<file path="src/rtl/ddr_refresh_sequencer.sv">
// DDR3 refresh sequencer: arbitrates the command bus between user sequencer and refresh.
// Optional back-to-back refresh bursts under `DDR_REFRESH_BURST_EN.
module ddr_refresh_sequencer #(
  parameter int unsigned TRP       = 6,
  parameter int unsigned TRFC      = 88,
  parameter int unsigned MAX_BURST = 8
) (
  input  logic       clk,
  input  logic       rst,
  input  logic       rfsh_want,
  input  logic       rfsh_need,
  output logic       rfsh_grant,
  input  logic       user_req,
  input  logic       user_busy,
  output logic       user_grant,
  input  logic       bank_open,
  output logic       cmd_valid,
  output logic [2:0] cmd_code,
  output logic       cmd_a10,
  output logic       rfsh_active
);

  // state    | meaning
  // IDLE     | user owns (or may own) the bus
  // DRAIN    | refresh pending, waiting for user sequence to finish
  // PREA     | precharge-all on the bus
  // WAIT_RP  | tRP countdown
  // REF      | refresh on the bus, grant pulse
  // WAIT_RFC | tRFC countdown
  typedef enum logic [2:0] {
    IDLE, DRAIN, PREA, WAIT_RP, REF, WAIT_RFC
  } state_t;

  localparam logic [2:0] CMD_PREA  = 3'b101;
  localparam logic [2:0] CMD_REF   = 3'b110;
  localparam logic [7:0] TRP_LOAD  = 8'(TRP - 1);
  localparam logic [7:0] TRFC_LOAD = 8'(TRFC - 1);
  localparam bit         SKIP_RP   = (TRP == 1);

  if (TRP < 1 || TRP > 256 || TRFC < 2 || TRFC > 256 || MAX_BURST < 1 || MAX_BURST > 15)
  begin : g_bad_params
    $error("ddr_refresh_sequencer: parameter out of range");
  end

  state_t     state, state_next;
  logic [7:0] timer, timer_next;
  logic       start;
  logic       tc;
  logic       user_grant_next;

`ifdef DDR_REFRESH_BURST_EN
  localparam logic [3:0] BURST_LAST = 4'(MAX_BURST - 1);
  logic [3:0] burst_cnt, burst_cnt_next;
  logic       burst_go;

  assign burst_go = rfsh_want && (burst_cnt < BURST_LAST) && (rfsh_need || !user_req);
`endif

  assign start = rfsh_need || (rfsh_want && !user_req && !user_busy);
  // Terminal count: the down-counter reaches zero on this edge, so the next
  // command lands exactly TRP/TRFC cycles after the one that loaded it.
  assign tc    = (timer == 8'd1);

  always_ff @(posedge clk or posedge rst) begin
    if (rst) begin
      state      <= IDLE;
      timer      <= 8'd0;
      user_grant <= 1'b0;
`ifdef DDR_REFRESH_BURST_EN
      burst_cnt  <= 4'd0;
`endif
    end else begin
      state      <= state_next;
      timer      <= timer_next;
      user_grant <= user_grant_next;
`ifdef DDR_REFRESH_BURST_EN
      burst_cnt  <= burst_cnt_next;
`endif
    end
  end

  always_comb begin
    state_next      = state;
    timer_next      = timer;
    user_grant_next = (state == IDLE) && user_req && !rfsh_need && !start;
`ifdef DDR_REFRESH_BURST_EN
    burst_cnt_next  = burst_cnt;
`endif
    case (state)
      IDLE: begin
        if (start) begin
          if (user_busy)      state_next = DRAIN;
          else if (bank_open) state_next = PREA;
          else                state_next = REF;
        end
      end
      DRAIN: begin
        if (!user_busy) state_next = bank_open ? PREA : REF;
      end
      PREA: begin
        timer_next = TRP_LOAD;
        state_next = SKIP_RP ? REF : WAIT_RP;
      end
      WAIT_RP: begin
        timer_next = timer - 8'd1;
        if (tc) state_next = REF;
      end
      REF: begin
        timer_next = TRFC_LOAD;
        state_next = WAIT_RFC;
      end
      WAIT_RFC: begin
        timer_next = timer - 8'd1;
        if (tc) begin
`ifdef DDR_REFRESH_BURST_EN
          if (burst_go) begin
            state_next     = REF;
            burst_cnt_next = burst_cnt + 4'd1;
          end else begin
            state_next     = IDLE;
            burst_cnt_next = 4'd0;
          end
`else
          state_next = IDLE;
`endif
        end
      end
      default: state_next = IDLE;
    endcase
  end

  always_comb begin
    cmd_valid   = 1'b0;
    cmd_code    = 3'b000;
    cmd_a10     = 1'b0;
    rfsh_grant  = 1'b0;
    rfsh_active = (state != IDLE);
    case (state)
      PREA: begin
        cmd_valid = 1'b1;
        cmd_code  = CMD_PREA;
        cmd_a10   = 1'b1;
      end
      REF: begin
        cmd_valid  = 1'b1;
        cmd_code   = CMD_REF;
        rfsh_grant = 1'b1;
      end
      default: ;
    endcase
  end

endmodule

</file>
<file path="config.mk">
export PLATFORM = sky130hd
export DESIGN_NAME = ddr_refresh_sequencer
export DESIGN_NICKNAME = d
export VERILOG_FILES = /design/src/rtl/ddr_refresh_sequencer.sv
export SDC_FILE = /design/constraint.sdc
export NUM_CORES = 1
export LEC_CHECK = 0
export ABC_AREA = 1
export CAP_MARGIN = 20
export CELL_PAD_IN_SITES_DETAIL_PLACEMENT = 1
export CELL_PAD_IN_SITES_GLOBAL_PLACEMENT = 2
export CORE_MARGIN = 3
export CORE_UTILIZATION = 25
export CTS_CLUSTER_SIZE = 12
export DETAILED_ROUTE_END_ITERATION = 10
export PLACE_DENSITY_LB_ADDON = 0.1
export SLEW_MARGIN = 10
export SYNTH_ARGS = -nofsm -noshare
export SYNTH_HDL_FRONTEND = slang
export SYNTH_SLANG_ARGS = --single-unit
</file>
<file path="constraint.sdc">
create_clock -name clk -period 1.6 [get_ports clk]
set_input_delay 0.4 -clock clk [delete_from_list [all_inputs] [get_ports clk]]
set_output_delay 0.4 -clock clk [all_outputs]
set_load 0.02 [all_outputs]
</file>
# ---- Word level (Yosys, flattened, before mapping)
# Cells that the tools add are included.
dict set report op_classes {
  mux 12
  n_eq_ne 10
  n_reduce_logical 16
  add_sub_neg 1
}
# op n
set ops {}
lappend ops {{$pmux 8 s3} 1}
lappend ops {{$mux 3} 6}
lappend ops {{$pmux 3 s6} 1}
lappend ops {{$eq 8x1->1 const B} 1}
lappend ops {{$ne 2x2->1 const B} 4}
lappend ops {{$sub 8x1->8 const B} 1}
lappend ops {{$eq 3x2->1 const B} 2}
lappend ops {{$eq 3x3->1 const B} 2}
lappend ops {{$pmux 3 s2} 1}
lappend ops {{$reduce_bool 3->1} 2}
lappend ops {{$logic_and 1x1->1} 5}
lappend ops {{$logic_not 1->1} 4}
lappend ops {{$reduce_and 4->1} 1}
lappend ops {{$reduce_or 2->1} 2}
lappend ops {{$eq 3x1->1 const B} 1}
lappend ops {{$logic_not 3->1} 1}
lappend ops {{$mux 1} 3}
lappend ops {{$logic_or 1x1->1} 1}
dict set report totals {
  in_bits 7
  register_bits 12
}

# ---- Longest topological paths before layout
# Gate-level depths: netlist (run 1).
dict set report depth {
  depth_word 6
  mapped_depth 9
}

# ---- Least setup slack after synthesis (run 1)
# Ideal clock, no wire load.
dict set report synth_timing {
  path_type {register -> output}
  from {register state[1]}
  to {output cmd_code[2]}
  stages_incl_launch_ff 6
  n_path_buf 2
  path_slack_ns 0.153
  arrival_time_ns 1.047
  path_cell_list {dfrtp_1 buf_6 nor2_4 nand2_4 nand2_2 buf_4}
}
dict set report synth_between {
  elab_chain_cells 2
  elab_cells_between_ends 3
  cone_classes {2 x eq/ne; 1 x mux}
}
# item line_no
set synth_lines {}
lappend synth_lines {{from (decl)} 45} ;# state_t state, state_next;
lappend synth_lines {{from (signal assigned)} 73} ;# state <= state_next;
lappend synth_lines {{$eq 3x3->1 or $eq 3x2->1 (tied branches)} 138} ;# case (state)
lappend synth_lines {{$pmux 3 s2 *} 138}
lappend synth_lines {{to (decl)} 18} ;# output logic [2:0] cmd_code,
# Every way passes the cells marked *; elsewhere a longest branch is shown, timed or not.

# ---- Final worst setup path (run 1)
dict set report layout_timing {
  from {register state[0]}
  to {output rfsh_active}
}
dict set report layout_between {
  elab_chain_cells 1
}
# item line_no
set layout_lines {}
lappend layout_lines {{$reduce_bool 3->1} 137} ;# rfsh_active = (state != IDLE);
lappend layout_lines {{to (decl)} 20} ;# output logic rfsh_active
# Every way passes these cells.

==> impl_metrics.tcl, run 1 <==
set metrics [dict create \
    outcome "finished, final reports clean" \
    wl_per_cell_um 12.1 \
    m1WireLength_um 1330 \
    synthTopCellsByArea "dfrtp_1, nand2_1, nand3_1" \
    required_ns 1.20 \
    placed_cell_area_um2 1230 \
    portBuffers 14 \
    wl_met2_um 1120 \
    core_um2 3470 \
    synthFlopType "dfrtp_1" \
    numCtsBuffers 3 \
    cts_tree "built" \
    avgSynthCellArea_um2 7.01 \
    design.die.area_um2 4500 \
    final_max_slew_viol_count 0 \
    crit_path_max_fanout 3 \
    synth_area_um2 932 \
    fin_crit_ns 1.56 \
    clockBufferDepth 2 \
    postLayoutCellArea_um2 1320 \
    root_buffer "clkbuf_8" \
    yosys_warnings 0 \
    skew_ns 0.00417 \
    grt_usage 0.138 \
    synth_edf_count 0 \
    drc_errors 0 \
    avgViaCountPerCell 4.32 \
    hold_violations 0 \
    first_global_vias 957 \
    io_pins 15 \
    slew_headroom 0.671 \
    synth_top_area_frac 0.322 \
    end_kind "primary output" \
    cts_sinks 12 \
    dpl.hpwl_um 2100 \
    grt_start_max_net_pins 13 \
    n_antenna_cell 0 \
    ys_types 23 \
    yosys-top-cells-count "nand2_1, inv_1, nand3_1" \
    nNetsFinal 180 \
    ant_nets 0 \
    placementRows 21 \
    gp_congestion 0.783 \
    seqCellArea_um2 304 \
    tns_ns 0 \
    dr.pass1.iters 4 \
    insertion_delay_ns 0.25 \
    routed.top_layer "met4" \
    criticalPathCategory "flop to primary output" \
    die_w_um 67.1 \
    synthMostInstantiatedCell "nand2_1" \
    yosysSeqAreaShare 0.322 \
    period_share 0.972 \
    rsz0062_at_grt "yes" \
    yosys.area.top_type "dfrtp_1" \
    async_flop_share 1.00 \
    htreeDepth 1 \
    worst_pin_slew_ns 0.493 \
    totalWireLength_um 2610 \
    syn2layout_area_growth_pct 41.5 \
    worstSetupStartpointType "flop" \
    drive_gt1_frac 0.341 \
    hold_path.class "input pin to asynchronous set/reset pin" \
    clk_pin_slew_ns 0.06 \
    antenna_found_initial 0 \
    ys_ff_latch 12 \
    wl_met3_um 127 \
    cellLeakagePower_uw 0.000745 \
    cp.arrival_ns 1.16 \
    start_util 0.269 \
    fillerInstances 464 \
    drt_iter0_drc 27 \
    setup_violations 0 \
    timing.fmax_ghz 0.643 \
    chipHeight_um 67.1 \
    p_per_area_nw_per_um2 2060 \
    syn_inst 133 \
    synth_nets 142 \
    drv_cap 0 \
    peakVddDrop_uv 579 \
    regToRegSetupSlack_ns 0.27 \
    vias 934 \
    grt_pass1_wl_um 4570 \
    grt_overflow 0 \
    final_util 0.380 \
    multi_input_area_um2 498 \
]
==> layer usage <==
layer  up-vias  track usage
li1        483            -
met1       432        0.191
met2        15        0.200
met3         4       0.0405
met4         0       0.0456
met5         -            0
==> worst paths after layout <==
check | startpoint | to | cells after the start
worst min register to register | timer[7]$_DFFE_PP0P_ | timer[7]$_DFFE_PP0P_ | 2
worst max-delay path | state[0]$_DFFE_PP0P_ | rfsh_active | 5
min in group clk | timer[7]$_DFFE_PP0P_ | timer[7]$_DFFE_PP0P_ | 2
worst min-delay path | rst | timer[1]$_DFFE_PP0P_ | 2
worst max register to register | timer[0]$_DFFE_PP0P_ | timer[6]$_DFFE_PP0P_ | 6
max in group asynchronous | rst | state[2]$_DFFE_PP0P_ | 2
==> power breakdown <==
part | switching, uW | internal, uW | leakage [uW]
Clock | 122 | 218 | 0.0000288
Combinational | 1010 | 807 | 0.000570
Sequential | 125 | 439 | 0.000146
==> placed cells by master (no fill, tap or decap) <==
cell type,instances
inv_2,3
ha_1,2
xnor2_4,1
buf_2,5
nor2_4,2
nand2_4,3
clkbuf_8,4
nand2_2,6
a21oi_1,2
buf_4,24
o21ai_1,2
nor2_1,15
dlymetal6s2s_1,1
nand2_1,25
dfrtp_1,9
clkdlybuf4s50_1,6
nand3_1,17
o211ai_1,1
nand3b_1,1
nor2_2,2
dfrtp_2,3
inv_4,2
nand3_2,2
o21ai_0,4
inv_1,22
buf_12,1
nor3_1,2
nand4_1,3
==> layout make-up <==
type | count | share of cell area
Clock buffer | 4 | 0.0417
Inverter | 27 | 0.0806
Multi-Input combinational cell | 90 | 0.378
Sequential cell | 12 | 0.231
Tap cell | 46 | 0.0436
Timing Repair Buffer | 37 | 0.226
==> kinds of logic (layout without fill, tap and decap cells) <==
| kind of cell | Yosys count | in the layout | synth area share |
|---|---|---|---|
| xor gates and xnor gates | 1 | 1 | 0.0295 |
| DFF | 12 | 12 | 0.322 |
| buffers and inverters | 31 | 68 | 0.154 |
| AOI/OAI and AO/OA | 9 | 9 | 0.0510 |
| and+or+nand+nor | 78 | 78 | 0.416 |
| adders and majority gates | 2 | 2 | 0.0268 |
==> stage by stage <==
step / hold slack (ns) / worst slack (ns) / total power, uW / instances
floorplan: 0.265 / 0.153 / 1650 / 133
detailed placement: 0.511 / -0.193 / 2290 / 207
global placement: 0.487 / -0.160 / 2260 / 207
CTS: 0.488 / 0.00924 / 2690 / 214
finish: 0.472 / 0.0447 / 2720 / 216
global route: 0.508 / -0.0355 / 3000 / 216
==> registers in the layout, indices dropped and copies added (netlist names) <==
register and cells:
state 3, user_grant 1, timer 8
==> what timing repair did <==
item | in CTS | in global routing
pin swaps | 0 | 2
setup endpoints to repair | 7 | 4
hold buffers | 0 | 0
gates resized for setup | 33 | 4
buffers inserted | 3 | 2
==> worst max-delay path: stages (launching register included) <==
cell and delay [ns]:
dfrtp_2 0.43, inv_2 0.09, nand2_2 0.07, nor2_2 0.12
inv_1 0.04, buf_2 0.15
No activity file was read; power rests on OpenSTA's default activity.
==> inputs of run 2 (changes only) <==
Settings changed: PLACE_DENSITY set to 0.78, PLACE_DENSITY_LB_ADDON 0.1 to not set.
==> run 2 against run 1 <==
Against the previous run:
- critical path depth unchanged
- clock power down 2%
- total power shrank 4.4%
==> impl_metrics.tcl, run 2 (synthesized netlist as in run 1, its figures left out) <==
set metrics [dict create \
    outcome "finished, final reports clean" \
    criticalPathCategory "flop to primary output" \
    gp_congestion 0.783 \
    drive_gt1_frac 0.325 \
    period_share 0.973 \
    reg2reg_from "state[1]$_DFFE_PP0P_" \
    clockBufferDepth 2 \
    grt_usage 0.137 \
    seqCellArea_um2 304 \
    cts_tree "built" \
    dpl.hpwl_um 2180 \
    nNetsFinal 176 \
    p_per_area_nw_per_um2 2040 \
    start_util 0.269 \
    skew_ns 0.00264 \
    syn2layout_area_growth_pct 37.0 \
    required_ns 1.20 \
    regMostFlops "timer" \
    setup_violations 0 \
    hold_buffers 0 \
    avgViaCountPerCell 4.39 \
    regToRegSetupSlack_ns 0.26 \
    cpMaxStageDelayCell "dfrtp_2" \
    vias 931 \
    worstSetupStartpointType "flop" \
    p_total_uw 2600 \
    antenna_found_initial 0 \
    crit_end "rfsh_active" \
    crit_path_max_fanout 3 \
    critical_path.startpoint "state[0]$_DFFE_PP0P_" \
    cts_sinks 12 \
    cellLeakagePower_uw 0.000723 \
    drt_iter0_drc 26 \
    ant_nets 0 \
    numCtsBuffers 3 \
    insertion_delay_ns 0.24 \
    n_antenna_cell 0 \
    rsz0062_at_grt "yes" \
    chipHeight_um 67.1 \
    slew_headroom 0.845 \
    peakVddDrop_uv 912 \
    drv_cap 0 \
    htreeDepth 1 \
    die_w_um 67.1 \
    crit_path_cell_trace "inv_2 > nand2_2 > nor2_2 > inv_1 > buf_6" \
    core_um2 3470 \
    cp.arrival_ns 1.16 \
    fillerInstances 447 \
    hold_path.class "input pin to asynchronous set/reset pin" \
    rr_worst_depth 9 \
    reg2reg_to "state[1]$_DFFE_PP0P_" \
    totalWireLength_um 2600 \
    root_buffer "clkbuf_8" \
    grt_pass1_wl_um 4490 \
    timing.fmax_ghz 0.643 \
    grt_overflow 0 \
    critPathTopFamily "flip-flops" \
    final_util 0.368 \
    clk_pin_slew_ns 0.06 \
    hold_ws_ns 0.451 \
    first_global_vias 991 \
    wl_per_cell_um 12.3 \
    grt_start_max_net_pins 13 \
    multi_input_area_um2 493 \
    path_depth 5 \
    placementRows 21 \
    hold_violations 0 \
    fin_crit_ns 1.56 \
    worst_pin_slew_ns 0.230 \
    portBuffers 14 \
    final_common_cell "nand2_1" \
    io_pins 15 \
    final_max_slew_viol_count 0 \
    drc_errors 0 \
    design.die.area_um2 4500 \
    end_kind "primary output" \
    worst_path_largest_cell_delay_ns 0.44 \
    largest_reg_flops 8 \
    dr.pass1.iters 4 \
    mostFrequentLayoutCells "nand2_1, inv_1, buf_4" \
    cp_num_buf_inv 3 \
    top_regs "timer (8), state (3), user_grant (1)" \
]
## run 2: cell type report
type	count	share of cell area
Multi-Input combinational cell	90	0.386
Inverter	27	0.0833
Clock buffer	4	0.0431
Timing Repair Buffer	33	0.205
Tap cell	46	0.0451
Sequential cell	12	0.238
## run 2: through the flow
| step | area [um2] | instances | TNS (ns) | setup WS, ns |
|---|---|---|---|---|
| floorplan | 932 | 133 | 0 | 0.153 |
| global route | 1280 | 212 | -0.0601 | -0.0232 |
| detailed placement | 1200 | 204 | -1.07 | -0.190 |
| CTS | 1240 | 209 | 0 | 0.0114 |
| finish | 1280 | 212 | 0 | 0.0438 |
| global placement | 1200 | 204 | -0.887 | -0.154 |
## run 2: timing repair
item / 4_1_cts / 5_1_grt
buffers inserted: 1 / 3
pin swaps: 0 / 3
resized for setup: 32 / 6
endpoints found under the setup margin: 7 / 6
hold endpoints to repair: 0 / 0
## run 2: worst min-delay path: cells and delay by family
kind                   cells  cell delay [ns]
buffers and inverters      3             0.65
## run 2: worst min-delay path by stage
stage / start / endpoint / slack, ns / cells past startpoint
floorplan: rst / state[0]$_DFFE_PP0P_ / 0.26 / 1
global placement: timer[1]$_DFFE_PP0P_ / timer[1]$_DFFE_PP0P_ / 0.49 / 2
detailed placement: timer[1]$_DFFE_PP0P_ / timer[1]$_DFFE_PP0P_ / 0.50 / 2
CTS: rst / timer[5]$_DFFE_PP0P_ / 0.46 / 3
global route: rst / timer[3]$_DFFE_PP0P_ / 0.48 / 3
finish: rst / timer[5]$_DFFE_PP0P_ / 0.45 / 3
## run 2: metal layers
layer / track usage / vias to the layer above / share of wire
met3: 0.0253 / 2 / 0.024
met2: 0.252 / 11 / 0.54
met5: 0 / - / 0
met4: 0.0608 / 0 / 0.012
met1: 0.150 / 444 / 0.42
li1: - / 474 / -
## run 2: report_power, final
| group | total (uW) | internal, uW | switching (uW) |
|---|---|---|---|
| Sequential | 572 | 439 | 133 |
| Clock | 333 | 217 | 115 |
| Combinational | 1700 | 728 | 968 |
| Total | 2600 | 1380 | 1220 |
==> inputs of run 3 (changes only) <==
Settings changed: GPL_ROUTABILITY_DRIVEN set to 1, PLACE_DENSITY 0.78 to not set, PLACE_DENSITY_LB_ADDON set to 0.3, TNS_END_PERCENT set to 50.
==> run 3 against run 2 <==
Against the previous run:
- clock skew down 0.0022 ns
- global-route usage grew 0.12 points
- die area did not move
- hold slack got worse by 0.0026 ns
- count of clock-buffer cells in the layout unchanged
- maximum frequency is 0.39% lower
- largest cell class unchanged
==> impl_metrics.tcl, run 3 (synthesized netlist as in run 1, its figures left out) <==
set metrics [dict create \
    clk_pin_slew_ns 0.06 \
    nNetsFinal 175 \
    clockBufferDepth 2 \
    peakVddDrop_uv 778 \
    antenna_found_initial 0 \
    die_w_um 67.1 \
    p_per_area_nw_per_um2 2030 \
    insertion_delay_ns 0.24 \
    drive_gt1_frac 0.315 \
    drt_iter0_drc 21 \
    final_cells 211 \
    switchingPower_uw 1210 \
    p_sw_frac 0.473 \
    dp_cells 205 \
    final_max_slew_viol_count 0 \
    numCtsBuffers 3 \
    dr.pass1.iters 2 \
    worstSetupStartpointType "flop" \
    worst_path_largest_cell_delay_ns 0.44 \
    cts_sinks 12 \
    cellLeakagePower_uw 0.000698 \
    final_util 0.363 \
    setup_violations 0 \
    dpl.hpwl_um 2180 \
    crit_path_cell_trace "inv_2 > nand2_1 > nor2_2 > inv_1 > buf_2" \
    period_share 0.976 \
    grt_start_max_net_pins 13 \
    chipHeight_um 67.1 \
    cpMaxStageDelayCell "dfrtp_2" \
    seq_power_share 0.223 \
    slew_headroom 0.847 \
    avgViaCountPerCell 4.46 \
    totalWireLength_um 2570 \
    grt_usage 0.138 \
    cts_tree "built" \
    portBuffers 14 \
    end_kind "primary output" \
    io_pins 15 \
    ant_nets 0 \
    design.die.area_um2 4500 \
    final_common_cell "nand2_1" \
    wl_per_cell_um 12.2 \
    pwr-share-comb 0.641 \
    root_buffer "clkbuf_8" \
    hold_path.class "input pin to asynchronous set/reset pin" \
    placementRows 21 \
    syn2layout_area_growth_pct 35.0 \
    hold_ws_ns 0.449 \
    drv_cap 0 \
    vias 941 \
    skew_ns 0.000430 \
    grt_overflow 0 \
    fin_crit_ns 1.56 \
    regToRegSetupSlack_ns 0.12 \
    required_ns 1.20 \
    rsz0062_at_grt "yes" \
    largest_reg_flops 8 \
    hold_buffers 0 \
    htreeDepth 1 \
    power.clock.fraction 0.135 \
    crit_path_max_fanout 3 \
    drc_errors 0 \
    criticalPathCategory "flop to primary output" \
    worst_pin_slew_ns 0.227 \
    n_antenna_cell 0 \
    grt_pass1_wl_um 4540 \
    first_global_vias 1036 \
    cp.arrival_ns 1.16 \
    hold_violations 0 \
    outcome "finished, final reports clean" \
    regMostFlops "timer" \
    p_total_uw 2560 \
    mostFrequentLayoutCells "nand2_1, inv_1, buf_4" \
    core_um2 3470 \
    gp_congestion 0.804 \
    start_util 0.269 \
    intPower_uw 1350 \
    timing.fmax_ghz 0.640 \
    top_regs "timer (8), state (3), user_grant (1)" \
]
==> run 3: area by class of cell <==
| class | count | area [um2] |
|---|---|---|
| fillers | 462 | 2210 |
| multi-input cells | 90 | 490 |
| flip-flops and latches | 12 | 304 |
| repair buffers | 32 | 245 |
| inverters | 27 | 106 |
| well taps | 46 | 57.6 |
| clock buffers | 4 | 55.1 |
==> run 3: path summary, 6_finish.rpt <==
kind | from | end | cells past startpoint
max | state[0]$_DFFE_PP0P_ | rfsh_active | 5
min | rst | user_grant$_DFF_PP0_ | 3
max reg2reg | state[1]$_DFFE_PP0P_ | timer[4]$_DFFE_PP0P_ | 9
min reg2reg | timer[7]$_DFFE_PP0P_ | timer[7]$_DFFE_PP0P_ | 2
max in group asynchronous | rst | state[1]$_DFFE_PP0P_ | 3
min in group clk | timer[7]$_DFFE_PP0P_ | timer[7]$_DFFE_PP0P_ | 2
==> run 3: worst max-delay path, delay by kind of cell, from the launching register on <==
family | cells | cell delay, ns
DFF | 1 | 0.44
buffers and inverters | 3 | 0.28
and+or+nand+nor | 2 | 0.20
==> run 3: stage by stage <==
| stage | setup WS, ns | TNS [ns] | area [um2] |
|---|---|---|---|
| 2_1_floorplan | 0.153 | 0 | 932 |
| 3_3_place_gp | -0.150 | -0.902 | 1210 |
| 3_5_place_dp | -0.186 | -1.01 | 1210 |
| 4_1_cts | -0.0221 | -0.0221 | 1250 |
| 5_1_grt | -0.0303 | -0.0339 | 1260 |
| 6_report | 0.0377 | 0 | 1260 |
==> run 3: repair_timing <==
action                                  4_1_cts  5_1_grt
buffers inserted                              1        1
endpoints found under the setup margin        7        4
resized for setup                            31        3
pin swaps                                     0        0
==> run 3: power groups by stage <==
stage	sequential, uW	clock (uW)	combinational [uW]
floorplan	523	0	1120
global placement	565	0	1650
detailed placement	574	0	1690
CTS	577	352	1650
global route	590	367	1860
finish	571	345	1640
==> run 3: metal layers <==
metal / share of wire / global-route usage / vias to the layer above
li1: - / - / 477
met1: 0.44 / 0.160 / 448
met2: 0.51 / 0.243 / 12
met3: 0.025 / 0.0202 / 4
met4: 0.018 / 0.0684 / 0
met5: 0 / 0 / -
==> RTL change (settings of run 1) <==
The 6 states of `state_t` get a Gray code encoding in 3 bits.
--- a/src/rtl/ddr_refresh_sequencer.sv
+++ b/src/rtl/ddr_refresh_sequencer.sv
@@ -29,5 +29,5 @@
   // WAIT_RFC | tRFC countdown
   typedef enum logic [2:0] {
-    IDLE, DRAIN, PREA, WAIT_RP, REF, WAIT_RFC
+    IDLE = 3'b000, DRAIN = 3'b001, PREA = 3'b011, WAIT_RP = 3'b010, REF = 3'b110, WAIT_RFC = 3'b111
   } state_t;
 
Formal check against the unedited RTL: same outputs for any inputs over 10 cycles, from zero or initial values and one cycle with rst high; not proved beyond that.
==> RTL change against run 1 <==
  * Wire length shrank 12%
  * Non-clock buffer count up 1
  * Critical path type unchanged
  * Cell area is 10% lower
  * Sequential cell count unchanged
  * Cell count decreased by 19%
  * Area after synthesis fell by 17%
  * Count of clock-buffer cells in the layout stayed put
  * Setup slack lost 96 ps
  * Die area fell by 16%
  * The flow now finishes with violations (negative setup slack)
  * Via count decreased by 13%
  * Global-route usage is 0.44 points higher
  * Core utilization rose by 3.6 points
Power is left out: it rests on default switching activity, and per cell area and clock period it moved more than threefold.
==> RTL change: results (changes against run 1) <==
- Syn Nets: 115 (was 142)
- Largest net degree at the start of global routing: 13 (unchanged)
- Synth Area in XOR/XNOR: 1.13% (was 2.95%)
- Worst-Skew Late Latency: 280 ps (was 250 ps)
- Htree depth: 1 (unchanged)
- Critical Path Fanout Max: 5 (was 3)
- Final core utilization: 41.6% (was 38.0%)
- Most common library cells after synthesis: 21 x nand2_1, 19 x nor2_1, 12 x dfrtp_1 (was 26 x nand2_1, 22 x inv_1, 17 x nand3_1)
- Clk slew on worst S/H paths: 80 ps (was 60 ps)
- Sequential area share after synthesis: 38.8% (was 32.2%)
- Compound-Gate Fraction of Synth Area: 5.99% (was 5.10%)
- Vias: 811 (was 934)
- Antenna violations before repair: 0 (unchanged)
- WL per Instance: 13.1 um (was 12.1 um)
- Synth Area in Adders: 3.24% (was 2.68%)
- First-pass iteration count of the detailed router: 4 (unchanged)
- Layout cells sized above 1: 40.7% (was 34.1%)
- Setup violators final: 4 (was 0)
- Mux contribution to synthesized area: 0% (unchanged)
- Post-CTS Setup Bufs: 6 (was 3)
- Endpoints failing hold: 0 (unchanged)
- Grt met1 use: 18.4% (was 19.1%)
- Placer Congestion: 0.737 (was 0.783)
- Slew HR: 67.6% (was 67.1%)
- Main combinational cell family by area after synthesis: simple AND/OR/NAND/NOR gates (unchanged)
- Synth top area cells: dfrtp_1 39%, nand2_1 10%, nor2_1 9.2%, nand3_1 6.5%, inv_1 4.4% (was dfrtp_1 32%, nand2_1 10%, nand3_1 9.1%, inv_1 8.9%, nor2_1 6.4%)
- Cell variety after synth: 22 (was 23)
- Crit path DAT: 1250 ps (was 1160 ps)
- Highest routed layer: met4 (unchanged)
- Total negative slack: -141 ps (was 0 ps)
- Run status: complete, but fails checks (was completed)
- Failing checks: negative setup slack
- Met3 usage: 7.34% (was 4.05%)
- Fraction of registers with async set/reset: 100% (unchanged)
- CTS Root Cell: clkbuf_4 (was clkbuf_8)
- Placed cell count: 163 (was 207)
- Post-CTS sizing: 41 (was 33)
- DR vias/cell: 4.61 (was 4.32)
- First-pass GRT wire length: 3.83 mm (was 4.57 mm)
- Clock Path Buffers: 2 (unchanged)
- Placed Area: 1050 um^2 (was 1230 um^2)
- Largest registers: timer (8), state (3), user_grant (1) (unchanged)
- Worst Skew: 3.67 ps (was 4.17 ps)
- Fillers: 364 (was 464)
- Vias in the first global route: 825 (was 957)
- Metal2 WL: 1.01 mm (was 1.12 mm)
- Met1 WL: 1.11 mm (was 1.33 mm)
- Iteration-0 DRC Markers: 10 (was 27)
- Worst slack, placed: -245 ps (was -193 ps)
- Gate count of the mapped netlist: 106 (was 133)
- Routed length on met3: 162 um (was 127 um)
- Ys Warns: 0 (unchanged)
- Min-Delay Path Class: input pin to async pin (unchanged)
- M2 GR Usage: 21.2% (was 20.0%)
- Placed wire-length estimate: 1.78 mm (was 2.10 mm)
- Global Route Usage Sum: 14.2% (was 13.8%)
- Final WS setup: -51.6 ps (was 44.7 ps)
## RTL change: cell count changes after synthesis, sizes merged, moves of 5 or more
cell	run 1	this run
inv	27	15
nand2	34	22
nand3	19	11
nor2	19	25
o21ai	6	1
## RTL change: area by class of cell
type / instances / share of cell area (%)
multi-input cells: 75 / 35.3
repair buffers: 38 / 27.3
flip-flops and latches: 12 / 25.6
inverters: 16 / 5.38
clock buffers: 4 / 3.06
well taps: 31 / 3.27
## RTL change: path summary, 6_finish.rpt
check	from	to	slack, ps	depth (start not counted)
hold / removal	rst	timer[1]	430	2
max in group asynchronous	rst	state[0]	820	2
setup / recovery	state[1]	cmd_valid	-50	5
setup reg to reg	state[0]	state[0]	150	10
hold reg to reg	timer[0]	timer[0]	540	1
min in group clk	timer[0]	timer[0]	540	1
## RTL change: critical path, cell delays in order (launching register included)
cell,delay (ps)
dfrtp_2,460
inv_4,120
nor2_4,50
nor2_2,130
inv_2,70
buf_6,130
